===== src/rtl/img_frame_ctrl_if.sv =====
// Control/status bundle between the image frame controller and its environment.
// The slave modport is the controller side; the master modport drives the stimulus.
interface img_frame_ctrl_if;
    logic [2:0] BOTON_SEL;
    logic       frame_req;
    logic       HSYNC;
    logic       ctrl_done;
    logic       proc_rst_n;
    logic [1:0] op_sel;
    logic       busy;
    logic       frame_ok;
    logic       frame_err;
    logic [9:0] line_cnt;
    logic [7:0] frame_cnt;

    modport master (
        output BOTON_SEL, frame_req, HSYNC, ctrl_done,
        input  proc_rst_n, op_sel, busy, frame_ok, frame_err, line_cnt, frame_cnt
    );

    modport slave (
        input  BOTON_SEL, frame_req, HSYNC, ctrl_done,
        output proc_rst_n, op_sel, busy, frame_ok, frame_err, line_cnt, frame_cnt
    );
endinterface


===== src/rtl/img_frame_ctrl.sv =====
// Frame-level sequencer for the image datapath: debounced operation buttons,
// datapath restart pulse, line counting, watchdog and per-frame status.
module img_frame_ctrl #(
    parameter int unsigned DEBOUNCE_CYCLES = 50000,
    parameter int unsigned RST_HOLD        = 4,
    parameter int unsigned LINES           = 250,
    parameter int unsigned TIMEOUT         = 2000000
) (
    input  logic              HCLK,
    input  logic              HRESETn,
    img_frame_ctrl_if.slave   bus
);

    localparam int unsigned DB_W   = $clog2(DEBOUNCE_CYCLES + 1);
    localparam int unsigned HOLD_W = (RST_HOLD > 1) ? $clog2(RST_HOLD + 1) : 1;
    localparam int unsigned WD_W   = $clog2(TIMEOUT + 1);

    localparam logic [DB_W-1:0]   DB_MAX    = DB_W'(DEBOUNCE_CYCLES);
    localparam logic [DB_W-1:0]   DB_PRE    = DB_W'(DEBOUNCE_CYCLES - 1);
    localparam logic [HOLD_W-1:0] HOLD_LAST = HOLD_W'(RST_HOLD - 1);
    localparam logic [WD_W-1:0]   WD_MAX    = WD_W'(TIMEOUT);
    localparam logic [9:0]        LINES_C   = 10'(LINES);

    typedef enum logic [1:0] {
        IDLE = 2'd0,
        ARM  = 2'd1,
        RUN  = 2'd2,
        DONE = 2'd3
    } state_e;

    state_e            state_q, state_d;
    logic [2:0]        sync1_q, sync1_d;
    logic [2:0]        sync2_q, sync2_d;
    logic [DB_W-1:0]   db_cnt_q [3];
    logic [DB_W-1:0]   db_cnt_d [3];
    logic              hsync_q, hsync_d;
    logic [1:0]        pending_op_q, pending_op_d;
    logic [1:0]        op_sel_q, op_sel_d;
    logic [HOLD_W-1:0] hold_cnt_q, hold_cnt_d;
    logic [WD_W-1:0]   wd_q, wd_d;
    logic              proc_rst_n_q, proc_rst_n_d;
    logic              busy_q, busy_d;
    logic              frame_ok_q, frame_ok_d;
    logic              frame_err_q, frame_err_d;
    logic [9:0]        line_cnt_q, line_cnt_d;
    logic [7:0]        frame_cnt_q, frame_cnt_d;

    logic [2:0]        press;
    logic              any_press;
    logic [1:0]        press_op;
    logic              hs_rise;

    always_comb begin
        sync1_d = bus.BOTON_SEL;
        sync2_d = sync1_q;
        press   = '0;
        for (int unsigned i = 0; i < 3; i++) begin
            if (!sync2_q[i]) begin
                db_cnt_d[i] = '0;
            end else if (db_cnt_q[i] != DB_MAX) begin
                db_cnt_d[i] = db_cnt_q[i] + 1'b1;
            end else begin
                db_cnt_d[i] = db_cnt_q[i];
            end
            // Fires only on the step into DB_MAX; a saturated counter stays silent.
            press[i] = sync2_q[i] && (db_cnt_q[i] == DB_PRE);
        end

        any_press = |press;
        if (press[0]) begin
            press_op = 2'b01;
        end else if (press[1]) begin
            press_op = 2'b10;
        end else begin
            press_op = 2'b11;
        end
        pending_op_d = any_press ? press_op : pending_op_q;

        hsync_d = bus.HSYNC;
        hs_rise = bus.HSYNC && !hsync_q;

        state_d      = state_q;
        op_sel_d     = op_sel_q;
        hold_cnt_d   = hold_cnt_q;
        wd_d         = wd_q;
        line_cnt_d   = line_cnt_q;
        frame_cnt_d  = frame_cnt_q;
        proc_rst_n_d = 1'b1;
        busy_d       = 1'b0;
        frame_ok_d   = 1'b0;
        frame_err_d  = 1'b0;

        case (state_q)
            IDLE: begin
                if (bus.frame_req || any_press) begin
                    state_d      = ARM;
                    op_sel_d     = pending_op_d;
                    line_cnt_d   = '0;
                    hold_cnt_d   = '0;
                    proc_rst_n_d = 1'b0;
                    busy_d       = 1'b1;
                end
            end
            ARM: begin
                busy_d = 1'b1;
                if (hold_cnt_q == HOLD_LAST) begin
                    state_d = RUN;
                    wd_d    = WD_W'(1);
                end else begin
                    hold_cnt_d   = hold_cnt_q + 1'b1;
                    proc_rst_n_d = 1'b0;
                end
            end
            RUN: begin
                busy_d = 1'b1;
                wd_d   = wd_q + 1'b1;
                if (hs_rise && (line_cnt_q != '1)) begin
                    line_cnt_d = line_cnt_q + 1'b1;
                end
                // Status is resolved here so it appears as a registered pulse in DONE;
                // the line check uses the post-increment count.
                if (bus.ctrl_done) begin
                    state_d = DONE;
                    busy_d  = 1'b0;
                    wd_d    = '0;
                    if (line_cnt_d == LINES_C) begin
                        frame_ok_d  = 1'b1;
                        frame_cnt_d = frame_cnt_q + 1'b1;
                    end else begin
                        frame_err_d = 1'b1;
                    end
                end else if (wd_q == WD_MAX) begin
                    state_d     = DONE;
                    busy_d      = 1'b0;
                    wd_d        = '0;
                    frame_err_d = 1'b1;
                end
            end
            DONE: begin
                state_d = IDLE;
            end
            default: begin
                state_d = IDLE;
            end
        endcase
    end

    always_ff @(posedge HCLK or negedge HRESETn) begin
        if (!HRESETn) begin
            state_q      <= IDLE;
            sync1_q      <= '0;
            sync2_q      <= '0;
            for (int unsigned i = 0; i < 3; i++) begin
                db_cnt_q[i] <= '0;
            end
            hsync_q      <= 1'b0;
            pending_op_q <= '0;
            op_sel_q     <= '0;
            hold_cnt_q   <= '0;
            wd_q         <= '0;
            proc_rst_n_q <= 1'b0;
            busy_q       <= 1'b0;
            frame_ok_q   <= 1'b0;
            frame_err_q  <= 1'b0;
            line_cnt_q   <= '0;
            frame_cnt_q  <= '0;
        end else begin
            state_q      <= state_d;
            sync1_q      <= sync1_d;
            sync2_q      <= sync2_d;
            for (int unsigned i = 0; i < 3; i++) begin
                db_cnt_q[i] <= db_cnt_d[i];
            end
            hsync_q      <= hsync_d;
            pending_op_q <= pending_op_d;
            op_sel_q     <= op_sel_d;
            hold_cnt_q   <= hold_cnt_d;
            wd_q         <= wd_d;
            proc_rst_n_q <= proc_rst_n_d;
            busy_q       <= busy_d;
            frame_ok_q   <= frame_ok_d;
            frame_err_q  <= frame_err_d;
            line_cnt_q   <= line_cnt_d;
            frame_cnt_q  <= frame_cnt_d;
        end
    end

    assign bus.proc_rst_n = proc_rst_n_q;
    assign bus.op_sel     = op_sel_q;
    assign bus.busy       = busy_q;
    assign bus.frame_ok   = frame_ok_q;
    assign bus.frame_err  = frame_err_q;
    assign bus.line_cnt   = line_cnt_q;
    assign bus.frame_cnt  = frame_cnt_q;

endmodule

===== src/flat_wrapper.sv =====
// flat-port wrapper written by rule: the top's interface ports become plain ports
module img_frame_ctrl_flat 
#(
    parameter int unsigned DEBOUNCE_CYCLES = 50000,
    parameter int unsigned RST_HOLD        = 4,
    parameter int unsigned LINES           = 250,
    parameter int unsigned TIMEOUT         = 2000000
)
  (HCLK, HRESETn, bus_BOTON_SEL, bus_frame_req, bus_HSYNC, bus_ctrl_done, bus_proc_rst_n, bus_op_sel, bus_busy, bus_frame_ok, bus_frame_err, bus_line_cnt, bus_frame_cnt);
  img_frame_ctrl_if bus_i ();
  input  logic HCLK;
  input  logic HRESETn;
  input wire logic [$bits(bus_i.BOTON_SEL)-1:0] bus_BOTON_SEL;
  input wire logic [$bits(bus_i.frame_req)-1:0] bus_frame_req;
  input wire logic [$bits(bus_i.HSYNC)-1:0] bus_HSYNC;
  input wire logic [$bits(bus_i.ctrl_done)-1:0] bus_ctrl_done;
  output wire logic [$bits(bus_i.proc_rst_n)-1:0] bus_proc_rst_n;
  output wire logic [$bits(bus_i.op_sel)-1:0] bus_op_sel;
  output wire logic [$bits(bus_i.busy)-1:0] bus_busy;
  output wire logic [$bits(bus_i.frame_ok)-1:0] bus_frame_ok;
  output wire logic [$bits(bus_i.frame_err)-1:0] bus_frame_err;
  output wire logic [$bits(bus_i.line_cnt)-1:0] bus_line_cnt;
  output wire logic [$bits(bus_i.frame_cnt)-1:0] bus_frame_cnt;
  assign bus_i.BOTON_SEL = bus_BOTON_SEL;
  assign bus_i.frame_req = bus_frame_req;
  assign bus_i.HSYNC = bus_HSYNC;
  assign bus_i.ctrl_done = bus_ctrl_done;
  assign bus_proc_rst_n = bus_i.proc_rst_n;
  assign bus_op_sel = bus_i.op_sel;
  assign bus_busy = bus_i.busy;
  assign bus_frame_ok = bus_i.frame_ok;
  assign bus_frame_err = bus_i.frame_err;
  assign bus_line_cnt = bus_i.line_cnt;
  assign bus_frame_cnt = bus_i.frame_cnt;
  img_frame_ctrl #(.DEBOUNCE_CYCLES(DEBOUNCE_CYCLES), .RST_HOLD(RST_HOLD), .LINES(LINES), .TIMEOUT(TIMEOUT)) u_core (.HCLK(HCLK), .HRESETn(HRESETn), .bus(bus_i));
endmodule

===== config.mk =====
export PLATFORM = sky130hd
export DESIGN_NAME = img_frame_ctrl_flat
export DESIGN_NICKNAME = d
export VERILOG_FILES = /design/src/rtl/img_frame_ctrl_if.sv /design/src/rtl/img_frame_ctrl.sv /design/src/flat_wrapper.sv
export SDC_FILE = /design/constraint.sdc
export NUM_CORES = 1
export LEC_CHECK = 0
export CORE_MARGIN = 5
export CORE_UTILIZATION = 30
export DETAILED_ROUTE_END_ITERATION = 6
export PLACE_DENSITY = 0.44
export SLEW_MARGIN = 10
export SYNTH_ARGS = -nofsm -noshare
export SYNTH_HDL_FRONTEND = slang
export SYNTH_SLANG_ARGS = --single-unit

===== constraint.sdc =====
create_clock -name HCLK -period 6.4 [get_ports HCLK]
set_clock_uncertainty 0.15 [all_clocks]
set_input_delay 1.28 -clock HCLK [delete_from_list [all_inputs] [get_ports HCLK]]
set_output_delay 1.28 -clock HCLK [all_outputs]
set_load 0.01 [all_outputs]

==> metrics, run 1 <==
status=finished clean; kind of critical path=in -> reg; CTS sink cnt=around 110; Final Util=34.9%; All-Layer GR Usage=12.0%; CTS tree=done; Pre-antenna DRT Iters=5; final period utilization=60.5%; Psw=0.533 mW; Avg WL per Cell=14.5 um; sequential area share after synthesis=a little under half; share of cells above drive strength 1=between 6 and 7%; number of synthesized flops with an enable pin=0; required time at the worst-slack endpoint=6.49 ns; fmax=258 MHz; RSZ-0062 raised after global routing=false; Synth Register Bits=107; min Tclk post-route=3.87 ns; I/O Buffers=31; Starting DRT DRC Count=131; wirelength, routed=~12 mm; prevailing post-synth register cell=dfrtp_1; Gate power share=a little over a fifth; Avg Cell Area, Syn=10.1 sq um; Starting Density=30.3%; die height=between 100 and 150 um; Max-Cap Viols=0; Pwr Total=1.68 mW; Core Area=18,600 sq um; total gr overflow=0; CTS resizes=0; vias after detailed routing=between 4,000 and 5,000; number of library cell types mapped by synthesis=60; Synth area leader=dfrtp_1; Mapped Nets=roughly 590; vias in the first global route=4,250; Hold Fails Final Rpt=0; Clk pwr share=~33%; I/O pin count=32; CTS H-tree lvls=3; post-synth top area share=47.4%; Rel. slew slack=24.1%; Post-synth ARST share=100%; Critical Path Fanout Max=8; min-delay worst type=reg -> reg; Setup violations, final=0; ranking of synthesized cells by area=dfrtp_1 (47%), xnor2_1 (6.5%), and2_1 (4.2%); Post-Synthesis Cells=approximately 560; Die Footprint=21,700 sq um; global-route wire length before repair=between 20 and 25 mm; CTS buffer count=9; # rows=50; Final HPWL DP=a little over 8 mm; Syn-to-layout area delta=15.1%; Max VDD drop=about 0.16 mV; Arrival @ worst endpoint=3.97 ns; fin. max-slew vios=0; Final Wtd Congestion=about 0.81; Int Pwr=roughly 1.1 mW; initial antenna violation count=0; leak pwr=2.66 nW; Nets=616; Worst-Margin Slew=1.13 ns; CTS root buf=clkbuf_16; Netlist Area Pre-Place=5650 sq um; vias per cell=5.00; Clock transition at path regs=0.08 ns; antenna diode instance count=0; post-CTS setup repair buffer count=0; Synth Warn #=0; CP endpoint kind=register; Startpoint Class=input port; power share of the sequential group=45.8%; Setup TNS=0 ns; DRC=0; P per Cell Area=258 nW/um^2; switch share=31.8%; die width=around 150 um; CTS Hold Bufs=0; CTS max path bufs=2; clk_lat worst skew=0.35 ns; Routed Antenna Nets=0; largest net degree at the start of global routing=59
## power groups by stage
stage | clock, mW | combinational [mW] | sequential, mW
global route | 0.605 | 0.411 | 0.779
CTS | 0.581 | 0.364 | 0.771
finish | 0.554 | 0.356 | 0.769
global placement | 0 | 0.357 | 0.783
detailed placement | 0 | 0.362 | 0.784
floorplan | 0 | 0.231 | 0.773
## worst paths after layout
| kind | from | endpoint | slack (ns) | cells after the start |
|---|---|---|---|---|
| max | bus_HSYNC | u_core.bus.frame_cnt[1] | 2.53 | 7 |
| min | u_core.sync1_q[1] | u_core.sync2_q[1] | 0.20 | 0 |
| max reg2reg | u_core.bus.line_cnt[0] | u_core.bus.frame_cnt[1] | 3.09 | 7 |
| min reg2reg | u_core.sync1_q[1] | u_core.sync2_q[1] | 0.20 | 0 |
| max in group asynchronous | HRESETn | u_core.wd_q[3] | 4.06 | 2 |
| min in group asynchronous | HRESETn | u_core.sync2_q[2] | 0.87 | 1 |
## area by class of cell
| class | instances | area, sq um |
|---|---|---|
| clock buffers | 11 | 253 |
| clock inverters | 4 | 31.3 |
| fillers | 1889 | 12100 |
| inverters | 19 | 71.3 |
| multi-input cells | 422 | 2860 |
| flip-flops and latches | 107 | 2680 |
| well taps | 234 | 293 |
| repair buffers | 33 | 323 |
## cells in the final DEF (no fill, tap or decap), types with 11 or more instances in the layout
master           count
dfrtp_1            107
nor2_1              47
xnor2_1             42
nand2_1             38
and2_1              38
nand3_1             35
clkdlybuf4s50_1     30
o21ai_0             19
inv_1               19
nand4_1             18
xor2_1              17
ha_1                16
or3_1               12
and3_1              11
## sequential cells by signal, indices dropped and copies added, names as in the netlist
name / flops
u_core.db_cnt_q: 48
u_core.bus.frame_ok: 1
u_core.hold_cnt_q: 3
u_core.bus.proc_rst_n: 1
u_core.state_q: 2
u_core.bus.frame_err: 1
u_core.wd_q: 21
u_core.bus.line_cnt: 10
u_core.bus.op_sel: 2
u_core.hsync_q: 1
u_core.sync2_q: 3
u_core.bus.frame_cnt: 8
u_core.pending_op_q: 2
u_core.sync1_q: 3
u_core.bus.busy: 1
## layer usage
| layer | track usage, % | vias up | wire length, um |
|---|---|---|---|
| met5 | 0 | - | 0 |
| li1 | - | 2049 | - |
| met4 | 3.73 | 0 | 157 |
| met1 | 16.1 | 2042 | 5840 |
| met2 | 19.2 | 47 | 5690 |
| met3 | 2.78 | 12 | 378 |
## stage by stage
| stage | cells | hold slack (ns) | setup WS (ns) | area, sq um |
|---|---|---|---|---|
| floorplan | 561 | 0.181 | 3.01 | 5650 |
| global placement | 815 | 0.185 | 2.22 | 6220 |
| detailed placement | 815 | 0.185 | 2.20 | 6220 |
| CTS | 830 | 0.203 | 2.58 | 6500 |
| global route | 830 | 0.211 | 2.42 | 6500 |
| finish | 830 | 0.202 | 2.53 | 6500 |
## worst max-delay path: stages
cell and delay (ns):
clkdlybuf4s50_1 0.56, nand4b_1 0.23, or4_4 0.58, xor2_1 0.20, nor4b_4 0.51, and3_1 0.27, mux2_2 0.34
## cell usage after synthesis, types with 7 or more instances
cell and number:
dfrtp_1 107, nor2_1 47, xnor2_1 42, and2_1 38, nand2_1 38, nand3_1 35
inv_1 19, o21ai_0 19, nand4_1 18, xor2_1 17, ha_1 16, or3_1 12
and3_1 11, nand2b_1 10, nor3_1 10, a21boi_0 8, a21oi_1 8, nor4_1 8
clkbuf_1 7, nor2b_1 7
## cells by family (layout without fill, tap and decap cells)
| family | Yosys count | in the layout | synth area share (%) |
|---|---|---|---|
| xor gates and xnor gates | 59 | 59 | 9.14 |
| and+or+nand+nor | 270 | 270 | 27.2 |
| AOI/OAI and AO/OA | 66 | 66 | 8.46 |
| muxes | 11 | 11 | 2.06 |
| buffers and inverters | 32 | 67 | 2.26 |
| adders and majority gates | 16 | 16 | 3.54 |
| DFF | 107 | 107 | 47.4 |
Power figures use the tool's default switching activity.
==> run 2, diff against run 1 <==
==> constraint.sdc (replaced) <==
create_clock -name HCLK -period 3.95 [get_ports HCLK]
set_clock_uncertainty 0.15 [all_clocks]
set_input_delay 0.79 -clock HCLK [delete_from_list [all_inputs] [get_ports HCLK]]
set_output_delay 0.79 -clock HCLK [all_outputs]
set_load 0.01 [all_outputs]
==> metrics, run 2 (same netlist as run 1, synthesis figures left out) <==
status=finished clean; Max VDD drop=0.242 mV (+55%); commonest non-fill, non-tap cells in the layout=dfrtp_1 (107), nor2_1 (47), xnor2_1 (42); I/O Buffers=31 (unchanged); FF-to-FF End=u_core.bus.frame_cnt[1]; vias after detailed routing=4,141 (-0.22%); CTS resizes=0 (unchanged); post-CTS setup repair buffer count=0 (unchanged); Setup violations, final=0 (unchanged); Rel. slew slack=26.0% (+1.9 points); Starting Density=30.3% (unchanged); Crit-path slowest cell=or4_4; Clock transition at path regs=0.07 ns (about the same); initial antenna violation count=0 (unchanged); # rows=50 (unchanged); Startpoint Class=input port; Most flops, register=u_core.db_cnt_q; hold_sp=u_core.sync1_q[1]; Post-Place Cell Area=6250 sq um (+0.56%); CTS H-tree lvls=3 (unchanged); commonest non-fill, non-tap cell in the layout=dfrtp_1; antenna diode instance count=0 (unchanged); CTS buffer count=9 (unchanged); reg2reg start=u_core.bus.line_cnt[0]; fin. max-slew vios=0 (unchanged); Critical Path Fanout Max=5 (-3); CTS tree=done; Hold Crit Depth=0 (unchanged); Nets=619 (+0.49%); Setup WS post-layout=0.844 ns (-1.68 ns); CTS Hold Bufs=0 (unchanged); share of cells above drive strength 1=6.67% (+0.46 points); WP depth=7 (unchanged); DRC=0 (unchanged); Avg WL per Cell=14.2 um (-2.6%); Setup TNS=0 ns (unchanged); fmax=322 MHz; Core Area=18,600 sq um (unchanged); kind of critical path=in -> reg; vias per cell=4.97 (-0.70%); Place WS=0.483 ns (-1.72 ns); min-delay worst type=reg -> reg; RSZ-0062 raised after global routing=false; largest net degree at the start of global routing=61 (+3.4%); All-Layer GR Usage=11.7% (-0.26 points); vias in the first global route=4,237 (-0.31%); Starting DRT DRC Count=140 (+6.9%); total gr overflow=0 (unchanged); WHS Endpoint=u_core.sync2_q[1]; Arrival @ worst endpoint=3.19 ns (-0.78 ns); post-route cell area=6560 sq um (+0.79%); Final HPWL DP=8.15 mm (-0.40%); CP Cell Sequence=clkdlybuf4s50_1 -> nand4b_1 -> or4_4 -> xor2_1 -> nor4b_4 -> and3_1 -> mux2_2; I/O pin count=32 (unchanged); Pre-antenna DRT Iters=4 (-1); final period utilization=78.6%; Final Wtd Congestion=0.802 (-0.45%); CTS max path bufs=2 (unchanged); max reg flops=48 (unchanged); Syn-to-layout area delta=16.0%; clk_lat worst skew=0.35 ns (about the same); top cell family by delay on the critical path=simple AND/OR/NAND/NOR gates; min Tclk post-route=3.11 ns; die width=147 um (unchanged); Crit path buffers/inverters=1 (unchanged); required time at the worst-slack endpoint=4.04 ns (-2.45 ns); global-route wire length before repair=21.1 mm (-1.4%); Die Footprint=21,700 sq um (unchanged); Worst Setup SP=bus_HSYNC; placed cells=818 (+0.37%); Worst-Margin Slew=1.11 ns (-0.0280 ns); wirelength, routed=11.8 mm (-2.2%); CP endpoint kind=register; P per Cell Area=421 nW/um^2 (+63%); critical path's largest stage delay=0.58 ns (about the same); Non-Filler Instances=834 (+0.48%); Hold Fails Final Rpt=0 (unchanged); CTS root buf=clkbuf_16; Routed Antenna Nets=0 (unchanged); CTS sink cnt=107 (unchanged); leak pwr=2.68 nW (+0.87%); FF-to-FF path depth=7 (unchanged); Final Util=35.2% (+0.28 points); Max-Cap Viols=0 (unchanged); die height=147 um (unchanged); reg2reg setup slack=0.92 ns (-2.17 ns)
run 2: changes by cell type in the layout (fill, tap and decap cells not counted):
cell | before | now
buf_12 | 0 | 1
buf_4 | 3 | 5
bufinv_16 | 0 | 1
clkbuf_1 | 0 | 1
clkbuf_8 | 2 | 0
clkinvlp_4 | 0 | 1
inv_6 | 3 | 2
inv_8 | 0 | 1
run 2: per-layer routing:
layer	up-vias	GRT usage, %	share of wire, %
met2	37	18.9	46
li1	2051	-	-
met3	10	2.78	2.6
met4	0	3.49	1.3
met1	2043	15.8	50
met5	-	0	0
run 2: final cells by class:
cell class / count / area (sq um)
clock inverter: 6 / 71.3
sequential: 107 / 2680
timing repair buffer: 36 / 358
fill: 1920 / 12100
clock buffer: 10 / 229
inverter: 19 / 71.3
multi-input combinational: 422 / 2860
tap: 234 / 293
run 2: how the worst max path moves through the flow:
stage / to / slack, ns
floorplan: u_core.bus.frame_cnt[1] / 1.05
global placement: u_core.bus.frame_cnt[1] / 0.53
detailed placement: u_core.bus.frame_cnt[1] / 0.48
CTS: u_core.bus.frame_cnt[1] / 0.87
global route: u_core.bus.frame_cnt[1] / 0.71
finish: u_core.bus.frame_cnt[1] / 0.84
run 2: per-stage QoR:
step	hold slack, ns	power [mW]
after floorplan	0.181	1.63
final	0.204	2.76
after CTS	0.211	2.83
after detailed placement	0.187	1.87
after global routing	0.221	2.94
after global placement	0.187	1.87
run 2: report_power, final:
group	switching [mW]	internal, mW	leakage, nW
clock network	0.423	0.500	0.145
logic	0.353	0.235	1.08
registers	0.0819	1.17	1.45
==> run 3, diff against run 2 <==
==> constraint.sdc (replaced) <==
create_clock -name HCLK -period 2.94 [get_ports HCLK]
set_clock_uncertainty 0.15 [all_clocks]
set_input_delay 0.588 -clock HCLK [delete_from_list [all_inputs] [get_ports HCLK]]
set_output_delay 0.588 -clock HCLK [all_outputs]
set_load 0.01 [all_outputs]
==> metrics, run 3 (same netlist as run 1, synthesis figures left out) <==
FF-to-FF path depth=6 (-1); Startpoint Class=register; WP depth=6 (-1); min Tclk post-route=around 2.9 ns; worst setup path endpoint=u_core.state_q[1]; Final HPWL DP=8.64 mm (+5.9%); Pre-antenna DRT Iters=4 (unchanged); wirelength, routed=12.5 mm (+5.8%); total gr overflow=0 (unchanged); Post-Place Cell Area=6410 sq um (+2.5%); fmax=roughly 350 MHz; global-route wire length before repair=21.6 mm (+2.2%); CTS resizes=0 (unchanged); min-delay worst type=in -> async; fin. max-slew vios=0 (unchanged); antenna diode instance count=0 (unchanged); Hold Fails Final Rpt=0 (unchanged); FF-to-FF End=u_core.state_q[1]; reg2reg start=u_core.db_cnt_q[23]; initial antenna violation count=0 (unchanged); final period utilization=98.0%; Worst Setup SP=u_core.db_cnt_q[23]; reg2reg setup slack=0.06 ns (-0.86 ns); All-Layer GR Usage=12.1% (+0.38 points); I/O Buffers=31 (unchanged); clk_lat worst skew=0.36 ns (about the same); Critical Path Fanout Max=12 (+7); Setup violations, final=0 (unchanged); critical path's largest stage delay=0.57 ns (about the same); CP Cell Sequence=or4b_4 -> or4_4 -> o22ai_4 -> nor4b_4 -> nor3_2 -> mux2_2; Arrival @ worst endpoint=2.98 ns (-0.21 ns); top cell family by delay on the critical path=simple AND/OR/NAND/NOR gates; die width=147 um (unchanged); RSZ-0062 raised after global routing=true; Crit path buffers/inverters=0 (-1); largest net degree at the start of global routing=57 (-6.6%); vias per cell=4.88 (-1.7%); Starting DRT DRC Count=197 (+41%); CTS Hold Bufs=0 (unchanged); Most flops, register=u_core.db_cnt_q; Nets=641 (+3.6%); Crit-path slowest cell=or4_4; Final Wtd Congestion=0.815 (+1.6%); post-route cell area=6760 sq um (+3.1%); vias after detailed routing=4,176 (+0.85%); CTS H-tree lvls=3 (unchanged); CTS tree=done; Die Footprint=21,700 sq um (unchanged); Syn-to-layout area delta=19.6%; Max VDD drop=0.284 mV (+17%); required time at the worst-slack endpoint=3.04 ns (-1.00 ns); Starting Density=30.3% (unchanged); CTS max path bufs=2 (unchanged); share of cells above drive strength 1=10.3% (+3.6 points); Routed Antenna Nets=0 (unchanged); I/O pin count=32 (unchanged); Avg WL per Cell=14.6 um (+3.1%); Worst-Margin Slew=0.769 ns (-0.336 ns); CTS buffer count=9 (unchanged); vias in the first global route=4,224 (-0.31%); post-CTS setup repair buffer count=0 (unchanged); Clock transition at path regs=0.08 ns (about the same); kind of critical path=reg -> reg; Final Util=36.3% (+1.1 points); Rel. slew slack=48.7% (+23 points); Max-Cap Viols=0 (unchanged); Core Area=18,600 sq um (unchanged); status=finished clean; CTS root buf=clkbuf_16; commonest non-fill, non-tap cell in the layout=dfrtp_1; commonest non-fill, non-tap cells in the layout=dfrtp_1 (107), nor2_1 (47), xnor2_1 (42); P per Cell Area=569 nW/um^2 (+35%); DRC=0 (unchanged); CTS sink cnt=107 (unchanged); leak pwr=2.80 nW (+4.5%); # rows=50 (unchanged); CP endpoint kind=register; Pwr Total=3.85 mW (+39%); max reg flops=48 (unchanged); die height=147 um (unchanged)
run 3: worst min path at each step:
stage | from | to | depth (start not counted)
after floorplan | HRESETn | u_core.bus.busy | 0
after global placement | u_core.sync1_q[0] | u_core.sync2_q[0] | 0
after detailed placement | u_core.sync1_q[0] | u_core.sync2_q[0] | 0
after CTS | HRESETn | u_core.db_cnt_q[5] | 1
after global routing | HRESETn | u_core.db_cnt_q[5] | 1
final | HRESETn | u_core.db_cnt_q[3] | 1
run 3: where the power goes:
part / internal (mW) / switching (mW)
registers: 1.57 / 0.0884
logic: 0.353 / 0.524
clock network: 0.722 / 0.593
run 3: cell type report:
cell class / instances / area [sq um]
fill: 1935 / 11900
multi-input combinational: 423 / 2880
sequential: 107 / 2680
timing repair buffer: 57 / 515
tap: 234 / 293
clock buffer: 11 / 253
inverter: 19 / 71.3
clock inverter: 5 / 68.8
run 3: metal layers:
metal | global-route usage [%] | vias to the layer above | routed length, um
li1 | - | 2097 | -
met4 | 4.01 | 0 | 147
met2 | 18.9 | 36 | 5720
met1 | 16.5 | 2033 | 6270
met3 | 3.02 | 10 | 358
met5 | 0 | - | 0
run 3: stage by stage:
stage	setup WS (ns)	TNS [ns]	instances	hold WS, ns
2_1_floorplan	0.0876	0	561	0.142
3_3_place_gp	-0.117	-0.170	839	0.182
3_5_place_dp	-0.192	-0.813	839	0.186
4_1_cts	0.115	0	855	0.172
5_1_grt	-0.0102	-0.0102	856	0.202
6_report	0.0578	0	856	0.138
